==> src/rtl/collision_response_unit_pkg.sv <==
// rtl/collision_response_unit_pkg.sv - shared game constants, state encoding and helpers
package collision_response_unit_pkg;

  localparam int LIVES_W      = 2;
  localparam int SEG_W        = 3;
  localparam int MAX_SEGMENTS = 7;
  localparam int INVULN_W     = 8;

  typedef enum logic [1:0] {
    ST_PLAY      = 2'd0,
    ST_GAME_OVER = 2'd1,
    ST_WIN       = 2'd2,
    ST_RESTART   = 2'd3
  } game_state_t;

  function automatic logic [MAX_SEGMENTS-1:0] seg_mask(input logic [SEG_W-1:0] n);
    logic [MAX_SEGMENTS-1:0] m;
    for (int i = 0; i < MAX_SEGMENTS; i++) m[i] = (SEG_W'(i) < n);
    return m;
  endfunction

endpackage

==> src/rtl/collision_response_unit_if.sv <==
// rtl/collision_response_unit_if.sv - collision flags in, game status and event pulses out
interface collision_response_unit_if;
  import collision_response_unit_pkg::*;

  logic                    frame_end;
  logic                    playerDragonCollision;
  logic                    swordDragonCollision;
  logic                    sheepDragonCollision;
  logic                    start_btn;
  logic [LIVES_W-1:0]      player_lives;
  logic [SEG_W-1:0]        dragon_length;
  logic [MAX_SEGMENTS-1:0] active_segments;
  logic                    player_hit;
  logic                    dragon_hit;
  logic                    dragon_grow;
  logic                    invulnerable;
  logic [1:0]              game_state;

  modport master (
    output frame_end, playerDragonCollision, swordDragonCollision, sheepDragonCollision, start_btn,
    input  player_lives, dragon_length, active_segments, player_hit, dragon_hit, dragon_grow,
           invulnerable, game_state
  );

  modport slave (
    input  frame_end, playerDragonCollision, swordDragonCollision, sheepDragonCollision, start_btn,
    output player_lives, dragon_length, active_segments, player_hit, dragon_hit, dragon_grow,
           invulnerable, game_state
  );
endinterface

==> src/rtl/collision_response_unit_sat_counter.sv <==
// rtl/collision_response_unit_sat_counter.sv - up/down counter saturating at 0 and MAX
module sat_counter #(
  parameter int           W       = 2,
  parameter logic [W-1:0] MAX     = '1,
  parameter logic [W-1:0] RST_VAL = '0
) (
  input  logic         clk,
  input  logic         rst_n,
  input  logic         i_load,
  input  logic [W-1:0] i_load_val,
  input  logic         i_inc,
  input  logic         i_dec,
  output logic [W-1:0] o_count,
  output logic [W-1:0] o_next
);

  logic [W-1:0] r_count;
  logic [W-1:0] w_next;

  // Simultaneous inc and dec cancel; load wins over both.
  always_comb begin
    w_next = r_count;
    if (i_load)
      w_next = i_load_val;
    else if (i_inc && !i_dec && r_count != MAX)
      w_next = r_count + 1'b1;
    else if (i_dec && !i_inc && r_count != '0)
      w_next = r_count - 1'b1;
  end

  always_ff @(posedge clk or negedge rst_n) begin
    if (!rst_n) r_count <= RST_VAL;
    else        r_count <= w_next;
  end

  assign o_count = r_count;
  assign o_next  = w_next;

endmodule

==> src/rtl/collision_response_unit.sv <==
// rtl/collision_response_unit.sv - per-frame collision resolution: lives, dragon length, game state
module collision_response_unit #(
  parameter int START_LIVES    = 3,
  parameter int INVULN_FRAMES  = 60,
  parameter int START_SEGMENTS = 1
) (
  input  logic                       clk,
  input  logic                       reset,
  collision_response_unit_if.slave   bus
);
  import collision_response_unit_pkg::*;

  game_state_t             r_state, w_state_next;
  logic                    w_sample, w_restart;
  logic                    w_player_hit, w_sword, w_sheep;
  logic                    w_inv_load;
  logic [INVULN_W-1:0]     w_inv_load_val;
  logic [LIVES_W-1:0]      w_lives, w_lives_next;
  logic [SEG_W-1:0]        w_len, w_len_next;
  logic [INVULN_W-1:0]     w_inv, w_inv_next;
  logic                    r_player_hit, r_dragon_hit, r_dragon_grow, r_invulnerable;
  logic [MAX_SEGMENTS-1:0] r_active;

  assign w_sample     = bus.frame_end && (r_state == ST_PLAY);
  assign w_restart    = (r_state == ST_RESTART);
  assign w_player_hit = w_sample && bus.playerDragonCollision && (w_inv == '0);
  assign w_sword      = w_sample && bus.swordDragonCollision;
  assign w_sheep      = w_sample && bus.sheepDragonCollision;

  assign w_inv_load     = w_restart || w_player_hit;
  assign w_inv_load_val = w_restart ? '0 : INVULN_W'(INVULN_FRAMES);

  sat_counter #(.W(LIVES_W), .MAX(LIVES_W'(START_LIVES)), .RST_VAL(LIVES_W'(START_LIVES))) u_lives (
    .clk(clk), .rst_n(reset), .i_load(w_restart), .i_load_val(LIVES_W'(START_LIVES)),
    .i_inc(1'b0), .i_dec(w_player_hit), .o_count(w_lives), .o_next(w_lives_next)
  );

  sat_counter #(.W(SEG_W), .MAX(SEG_W'(MAX_SEGMENTS)), .RST_VAL(SEG_W'(START_SEGMENTS))) u_length (
    .clk(clk), .rst_n(reset), .i_load(w_restart), .i_load_val(SEG_W'(START_SEGMENTS)),
    .i_inc(w_sheep), .i_dec(w_sword), .o_count(w_len), .o_next(w_len_next)
  );

  // A hit reloads the cooldown; every other sampled frame counts it down.
  sat_counter #(.W(INVULN_W), .MAX('1), .RST_VAL('0)) u_invuln (
    .clk(clk), .rst_n(reset), .i_load(w_inv_load), .i_load_val(w_inv_load_val),
    .i_inc(1'b0), .i_dec(w_sample), .o_count(w_inv), .o_next(w_inv_next)
  );

  always_comb begin
    w_state_next = r_state;
    case (r_state)
      ST_PLAY: begin
        if (w_player_hit && w_lives_next == '0)
          w_state_next = ST_GAME_OVER;
        else if (w_sample && w_len_next == '0)
          w_state_next = ST_WIN;
      end
      ST_GAME_OVER, ST_WIN: if (bus.start_btn) w_state_next = ST_RESTART;
      ST_RESTART:           w_state_next = ST_PLAY;
      default:              w_state_next = ST_PLAY;
    endcase
  end

  always_ff @(posedge clk or negedge reset) begin
    if (!reset) r_state <= ST_PLAY;
    else        r_state <= w_state_next;
  end

  // Decoded status is built from next-count values so it lines up with the counters.
  always_ff @(posedge clk or negedge reset) begin
    if (!reset) begin
      r_player_hit   <= 1'b0;
      r_dragon_hit   <= 1'b0;
      r_dragon_grow  <= 1'b0;
      r_invulnerable <= 1'b0;
      r_active       <= seg_mask(SEG_W'(START_SEGMENTS));
    end else begin
      r_player_hit   <= w_player_hit;
      r_dragon_hit   <= w_sword;
      r_dragon_grow  <= w_sheep;
      r_invulnerable <= (w_inv_next != '0);
      r_active       <= seg_mask(w_len_next);
    end
  end

  assign bus.player_lives    = w_lives;
  assign bus.dragon_length   = w_len;
  assign bus.active_segments = r_active;
  assign bus.player_hit      = r_player_hit;
  assign bus.dragon_hit      = r_dragon_hit;
  assign bus.dragon_grow     = r_dragon_grow;
  assign bus.invulnerable    = r_invulnerable;
  assign bus.game_state      = r_state;

endmodule

==> src/flat_wrapper.sv <==
// flat-port wrapper written by rule: the top's interface ports become plain ports
module collision_response_unit_flat import collision_response_unit_pkg::*;
#(
  parameter int START_LIVES    = 3,
  parameter int INVULN_FRAMES  = 60,
  parameter int START_SEGMENTS = 1
)
  (clk, reset, bus_frame_end, bus_playerDragonCollision, bus_swordDragonCollision, bus_sheepDragonCollision, bus_start_btn, bus_player_lives, bus_dragon_length, bus_active_segments, bus_player_hit, bus_dragon_hit, bus_dragon_grow, bus_invulnerable, bus_game_state);
  collision_response_unit_if bus_i ();
  input  logic clk;
  input  logic reset;
  input wire logic [$bits(bus_i.frame_end)-1:0] bus_frame_end;
  input wire logic [$bits(bus_i.playerDragonCollision)-1:0] bus_playerDragonCollision;
  input wire logic [$bits(bus_i.swordDragonCollision)-1:0] bus_swordDragonCollision;
  input wire logic [$bits(bus_i.sheepDragonCollision)-1:0] bus_sheepDragonCollision;
  input wire logic [$bits(bus_i.start_btn)-1:0] bus_start_btn;
  output wire logic [$bits(bus_i.player_lives)-1:0] bus_player_lives;
  output wire logic [$bits(bus_i.dragon_length)-1:0] bus_dragon_length;
  output wire logic [$bits(bus_i.active_segments)-1:0] bus_active_segments;
  output wire logic [$bits(bus_i.player_hit)-1:0] bus_player_hit;
  output wire logic [$bits(bus_i.dragon_hit)-1:0] bus_dragon_hit;
  output wire logic [$bits(bus_i.dragon_grow)-1:0] bus_dragon_grow;
  output wire logic [$bits(bus_i.invulnerable)-1:0] bus_invulnerable;
  output wire logic [$bits(bus_i.game_state)-1:0] bus_game_state;
  assign bus_i.frame_end = bus_frame_end;
  assign bus_i.playerDragonCollision = bus_playerDragonCollision;
  assign bus_i.swordDragonCollision = bus_swordDragonCollision;
  assign bus_i.sheepDragonCollision = bus_sheepDragonCollision;
  assign bus_i.start_btn = bus_start_btn;
  assign bus_player_lives = bus_i.player_lives;
  assign bus_dragon_length = bus_i.dragon_length;
  assign bus_active_segments = bus_i.active_segments;
  assign bus_player_hit = bus_i.player_hit;
  assign bus_dragon_hit = bus_i.dragon_hit;
  assign bus_dragon_grow = bus_i.dragon_grow;
  assign bus_invulnerable = bus_i.invulnerable;
  assign bus_game_state = bus_i.game_state;
  collision_response_unit #(.START_LIVES(START_LIVES), .INVULN_FRAMES(INVULN_FRAMES), .START_SEGMENTS(START_SEGMENTS)) u_core (.clk(clk), .reset(reset), .bus(bus_i));
endmodule
==> config.mk <==
export PLATFORM = sky130hd
export DESIGN_NAME = collision_response_unit_flat
export DESIGN_NICKNAME = d
export VERILOG_FILES = /design/src/rtl/collision_response_unit_pkg.sv /design/src/rtl/collision_response_unit_if.sv /design/src/rtl/collision_response_unit_sat_counter.sv /design/src/rtl/collision_response_unit.sv /design/src/flat_wrapper.sv
export SDC_FILE = /design/constraint.sdc
export NUM_CORES = 1
export LEC_CHECK = 0
export CORE_ASPECT_RATIO = 0.8
export CORE_MARGIN = 2
export CORE_UTILIZATION = 56
export DETAILED_ROUTE_END_ITERATION = 16
export PLACE_DENSITY = 0.85
export SLEW_MARGIN = 20
export SYNTH_ARGS = -nofsm -noshare
export SYNTH_HDL_FRONTEND = slang
export SYNTH_SLANG_ARGS = --single-unit
export TNS_END_PERCENT = 100
==> constraint.sdc <==
create_clock -name clk -period 4.1 [get_ports clk]
set_input_delay 0.615 -clock clk [delete_from_list [all_inputs] [get_ports clk]]
set_output_delay 0.615 -clock clk [all_outputs]
set_load 0.01 [all_outputs]
=== Yosys cells after proc, flatten, opt, wreduce, memory -nomap -nowiden ===
Cells that the tools add are included.

* Output and inout bits: 18
* Input bits: 7
* Logic and storage cells: 64
* Register bits: 26

* Equal/unequal tests: 6
* $lt $le $gt $ge: 7
* Reduce and logical (&&, ||, !) cells: 26
* Add/sub/neg operators: 4
* Muxes and demuxes: 12

{| class="wikitable"
|+ Operators by type and width
! kind !! number
|-
| $mux 8 || 2
|-
| $reduce_bool 8->1 || 2
|-
| $logic_and 1x1->1 || 13
|-
| $mux 2 || 5
|-
| $lt 3x3->1 const A || 3
|-
| $mux 3 || 3
|-
| $logic_not 8->1 || 1
|-
| $sub 8x1->8 const B || 1
|-
| $lt 1x3->1 const A || 2
|-
| $lt 2x3->1 const A || 2
|-
| $mux 6 || 1
|-
| $ne 3x3->1 const B || 2
|-
| $pmux 2 s3 || 1
|-
| $eq 2x2->1 const B || 2
|-
| $logic_not 2->1 || 2
|-
| $add 3x1->3 const B || 1
|-
| $logic_not 3->1 || 1
|-
| $reduce_bool 3->1 || 1
|-
| $sub 3x1->3 const B || 1
|-
| $eq 2x1->1 const B || 1
|-
| $logic_not 1->1 || 2
|-
| $ne 2x2->1 const B || 1
|-
| $reduce_and 2->1 || 1
|-
| $reduce_bool 2->1 || 1
|-
| other kinds (3) || 3
|}

=== Longest topological paths before layout ===
* Depth in word-level cells: 14
* Mapped depth: 11
* Depth with buffers taken out: 10

=== By module ===
A second synthesis with hierarchy kept.

* Cell total of the unflattened synthesis: 190
* Area total of the unflattened synthesis: 1803.0 sq um

{| class="wikitable"
|+ Modules (own cells, without submodules)
! module !! area each (sq um) !! instances !! seq. area each (sq um) !! cells an instance
|-
| sat_counter at u_core.u_invuln || 760.7 || 1 || 200.2 || 88
|-
| collision_response_unit || 611.8 || 1 || 326.6 || 55
|-
| sat_counter at u_core.u_length || 265.3 || 1 || 76.3 || 29
|-
| sat_counter at u_core.u_lives || 165.2 || 1 || 52.6 || 18
|}

=== Least setup slack after synthesis ===
No wires, ideal clock.

* Path kind: register -> register
* Start: register u_core.r_state[1], in the netlist u_core.bus.game_state[1]
* End: register u_core.r_invulnerable, in the netlist u_core.bus.invulnerable
* Period minus slack after synthesis: 2491 ps
* Data required time: 3962 ps
* Stages on the path, launching flop included: 10
* Setup time: 138 ps
* Buffers on the path: 1
* Data arrival time: 2352 ps
* Setup slack: 1609 ps
* Cell sequence: dfrtp_1 > inv_1 > ha_1 > buf_4 > nand4bb_1 > or3_1 > or4_1 > mux2i_1 > a31oi_1 > or4b_1

* Cells in the longest elaborated chain, start to end: 7
* Elaborated cells between the ends (all ways): 11
* Classes of those cells: eq/ne: 1; mux: 3; reduce/logical: 7

{| class="wikitable"
|+ Ends and longest elaborated chain
! item !! RTL line !! RTL
|-
| start: declaration || collision_response_unit.sv:13 || <nowiki>game_state_t r_state, w_state_next;</nowiki>
|-
| start signal: assignment || collision_response_unit.sv:66 || <nowiki>else r_state <= w_state_next;</nowiki>
|-
| $logic_not 2->1 || collision_response_unit.sv:24 || <nowiki>assign w_sample = bus.frame_end && (r_state == ST_PLAY);</nowiki>
|-
| $logic_and 1x1->1 || collision_response_unit.sv:24 ||
|-
| $logic_and 1x1->1 (2 in series) || collision_response_unit.sv:26 || <nowiki>assign w_player_hit = w_sample && bus.playerDragonCollision && (w_inv == '0);</nowiki>
|-
| $logic_or 1x1->1 || collision_response_unit.sv:30 || <nowiki>assign w_inv_load = w_restart || w_player_hit;</nowiki>
|-
| $mux 8 * || collision_response_unit_sat_counter.sv:23 || <nowiki>if (i_load)</nowiki>
|-
| $reduce_bool 8->1 * || collision_response_unit.sv:81 || <nowiki>r_invulnerable <= (w_inv_next != '0);</nowiki>
|-
| end signal: assignment || collision_response_unit.sv:81 ||
|-
| end: declaration || collision_response_unit.sv:21 || <nowiki>logic r_player_hit, r_dragon_hit, r_dragon_grow, r_invulnerable;</nowiki>
|}

Mark *: on every way between the ends. The rest lies on a longest branch, timed or not.
A chain may end at the register's enable or synchronous reset.

=== Worst setup path in the final report ===
* Start: input bus_frame_end
* End: register u_core.r_state[0], in the netlist u_core.bus.game_state[0]

* Cells in the longest elaborated chain, start to end: 12
* Elaborated cells between the ends (all ways): 25
* Classes of those cells: eq/ne: 1; mux: 7; reduce/logical: 17

{| class="wikitable"
|+ Ends and longest elaborated chain
! item !! RTL line !! RTL
|-
| start: declaration || flat_wrapper.sv:12 || <nowiki>input wire logic [$bits(bus_i.frame_end)-1:0] bus_frame_end;</nowiki>
|-
| $logic_and 1x1->1 * || collision_response_unit.sv:24 ||
|-
| $logic_and 1x1->1 || collision_response_unit.sv:28 || <nowiki>assign w_sheep = w_sample && bus.sheepDragonCollision;</nowiki>
|-
| $logic_not 1->1 || collision_response_unit_sat_counter.sv:27 || <nowiki>else if (i_dec && !i_inc && r_count != '0)</nowiki>
|-
| $logic_and 1x1->1 (2 in series) || collision_response_unit_sat_counter.sv:27 ||
|-
| $mux 3 || collision_response_unit_sat_counter.sv:27 ||
|-
| $mux 3 || collision_response_unit_sat_counter.sv:25 || <nowiki>else if (i_inc && !i_dec && r_count != MAX)</nowiki>
|-
| $mux 3 || collision_response_unit_sat_counter.sv:23 ||
|-
| $logic_not 3->1 || collision_response_unit.sv:55 || <nowiki>else if (w_sample && w_len_next == '0)</nowiki>
|-
| $logic_and 1x1->1 || collision_response_unit.sv:55 ||
|-
| $ne 3x3->1 (no line) || -- ||
|-
| $reduce_and 2->1 (no line) || -- ||
|}

Marks and branches as above.

==> flow_summary.yaml <==
floorplan:
  die_area_mm2: 0.00308
  num_rows: 16
  io_pins: 25
  fp.dieH_um: 50.0
  dieWidth_um: 61.5
  start_util_pct: 59.7
  core-area_mm2: 0.00248
sta:
  post-route-period-util_pct: 69.4
  fin_crit_ps: 2840
  fmax_ghz: 0.352
  slew_headroom_pct: 60.6
  fin_skew_ps: 9.45
  holdWs_ps: 262
  drv_slew: 0
  finalSetupViolations: 0
  finalHoldViolCount: 0
  max_slew.worst_pin.slew_ps: 584
  rsz0062_at_grt: "false"
  setup_slack_ps: 1260
  tns_ps: 0
flow_run:
  maxCapViolations: 0
place:
  gp_congestion: 0.908
  dp_hpwl_um: 2460
  pre_cts_ws_ps: 941
  portBuffers: 24
critical_path:
  arrival_ps: 3060
  path_buf_inv: 1
  crit_slowest_cell: "clkdlybuf4s50_1"
  path_cells: "clkdlybuf4s50_1, nand4b_1, or4_1, a311o_1, nand3_1, a2bb2oi_1, mux2_1"
  critPathKind: "in2reg"
  cp_top_family: "simple AND/OR/NAND/NOR gates"
  path_max_fanout: 10
  required_ps: 4310
  cp_slowest_stage_delay_ps: 650
  crit_path_end_kind: "register"
  start_kind: "primary input"
clock_tree:
  cts_max_level: 1
  ctsHoldBuffers: 0
  clock-sinks: 25
  path_clk_slew_ps: 130
  cts_buffer_depth: 2
  cts_root_buf: "clkbuf_4"
  cts_buffers: 3
  post_cts_buffers: 0
  ctsResizeCount: 0
  clkLatencyLatePin_ps: 310
  cts_tree: "done"
final_layout:
  num-nets-final: 199
  drive_above_1_share_pct: 6.63
  fillCellCount: 201
  antenna_cells: 0
  area_delta_synth_final_pct: 18.8
synth:
  ys_seq_area_share_pct: 42.5
  synth_cell_types: 43
  syn-num-nets: 174
  synthFlopType: "dfrtp_1"
  synth.avg_cell_area_um2: 9.44
  syn_inst: 157
  async_flop_share_pct: 100
  synth_edf_count: 0
  syn_area_mm2: 0.00148
  ys_ff_latch: 25
  ys_warn_count: 0
power_and_ir_drop:
  switchingPower_w: 0.000533
  worst_ir_drop_vdd_mv: 0.408
  internal-power_w: 0.000720
  pwr-share-clk_pct: 8.4
  p_per_area_mw_per_mm2: 712
  power_leakage_nw: 0.822
  power_frac_seq_pct: 34.2
  netSwitchingFraction_pct: 42.5
  p_comb_share_pct: 57.4
drt:
  vias_per_cell: 5.96
  wl_per_cell_um: 14.8
  first_iter_violations: 56
  firstDrtPassIters: 4
  dr_total_vias: 1293
  drt-total-wl_um: 3210
  post-route-drc-count: 0
  antenna_left: 0
global_route:
  grt_pass1_vias: 1239
  grt_max_degree: 26
  grt_pass1_wl_um: 5340
  antenna_found_initial: 0
  grt.total_usage_pct: 23.2
  overflow: 0
worst_hold_path:
  hp-class: "in2async"
run_status:
  outcome: "completed"
## power groups by stage
| stage | clock network (W) | registers (W) | logic, W |
|---|---|---|---|
| final | 0.000105 | 0.000429 | 0.000720 |
| after global routing | 0.000120 | 0.000439 | 0.000799 |
| after CTS | 0.000110 | 0.000428 | 0.000714 |
| after detailed placement | 0 | 0.000431 | 0.000710 |
| after global placement | 0 | 0.000428 | 0.000689 |
| after floorplan | 0 | 0.000439 | 0.000470 |
## worst register-to-register path, delay by kind of cell, from the launching register on
family | cells | cell delay (ps)
fa+ha+maj | 1 | 360
buf+inv | 1 | 110
mux | 1 | 320
compound gates | 2 | 550
flops | 1 | 440
simple gates | 3 | 910
## registers in the layout, indices dropped and copies added (netlist names)
signal and cells:
u_core.bus.game_state 2, u_core.bus.active_segments 7, u_core.u_length.o_count 2, u_core.u_lives.o_count 2
u_core.bus.dragon_grow 1, u_core.u_invuln.o_count 8, u_core.bus.invulnerable 1, u_core.bus.player_hit 1
u_core.bus.dragon_hit 1
## per-stage QoR
step	util, %	area [um2]	total power (W)	cells
3_5_place_dp	70.1	1740	0.00114	213
5_1_grt	71.0	1760	0.00136	217
6_report	71.0	1760	0.00125	217
4_1_cts	71.2	1770	0.00125	217
3_3_place_gp	70.1	1740	0.00112	213
2_1_floorplan	-	1480	0.000909	157
## per-layer routing
| metal | wire length, um | track usage (%) |
|---|---|---|
| met5 | 0 | 0 |
| met1 | 1360 | 30.3 |
| met2 | 1550 | 37.4 |
| met4 | 38 | 6.03 |
| met3 | 263 | 6.56 |
## synthesized netlist by cell type (4+ instances only)
cell / instances / area (um2)
nor3_1: 9 / 45.0
nand2_1: 12 / 45.0
mux2i_1: 4 / 40.0
a21oi_1: 4 / 20.0
nor2_1: 13 / 48.8
ha_1: 10 / 125
nand3_1: 4 / 20.0
dfrtp_1: 21 / 526
inv_1: 18 / 67.6
o21ai_0: 6 / 30.0
dfstp_2: 4 / 105
## area by class of cell
class	instances	area, um2	share of cell area, %
multi-input combinational	110	757	43.0
sequential	25	631	35.8
timing repair buffer	24	235	13.4
inverter	18	67.6	3.84
tap	36	45.0	2.56
clock buffer	4	26.3	1.49
## cells in the final DEF (no fill, tap or decap), types with 2 or more instances in the layout
cell              n
a2bb2oi_1         2
xnor2_1           2
dfrtp_1          21
nand2_1          12
nand3_1           4
nor3b_1           2
clkbuf_4          3
o22ai_1           2
inv_1            18
o211ai_1          2
nor4bb_1          2
nor2_1           13
mux2i_1           4
o21ai_0           6
and3_1            2
or4_1             2
or2_2             2
nor3_1            9
and2_1            3
a311o_1           3
a21oi_1           4
clkdlybuf4s50_1  23
nand4_1           3
dfstp_2           4
nor2b_1           3
or3_1             2
ha_1             10
## cells by family after synthesis
family | share of synthesized area [%]
fa+ha+maj | 8.44
xor+xnor | 1.18
compound gates | 13.6
buf+inv | 6.41
simple gates | 24.4
flops | 42.5
mux | 3.46
## worst paths after layout
check	start	endpoint	slack, ps	cells after the start
hold reg to reg	u_core.u_lives.o_count[1]$_DFF_PN1_	u_core.u_lives.o_count[1]$_DFF_PN1_	570	2
setup / recovery	bus_frame_end	u_core.bus.game_state[0]$_DFFE_PN0P_	1260	7
min in group clk	u_core.u_lives.o_count[1]$_DFF_PN1_	u_core.u_lives.o_count[1]$_DFF_PN1_	570	2
hold / removal	reset	u_core.bus.active_segments[4]$_DFF_PN0_	260	1
setup reg to reg	u_core.bus.game_state[1]$_DFFE_PN0P_	u_core.bus.game_state[0]$_DFFE_PN0P_	1290	8
max in group asynchronous	reset	u_core.bus.active_segments[0]$_DFF_PN1_	3470	1
(Power assumes the default switching activity.)
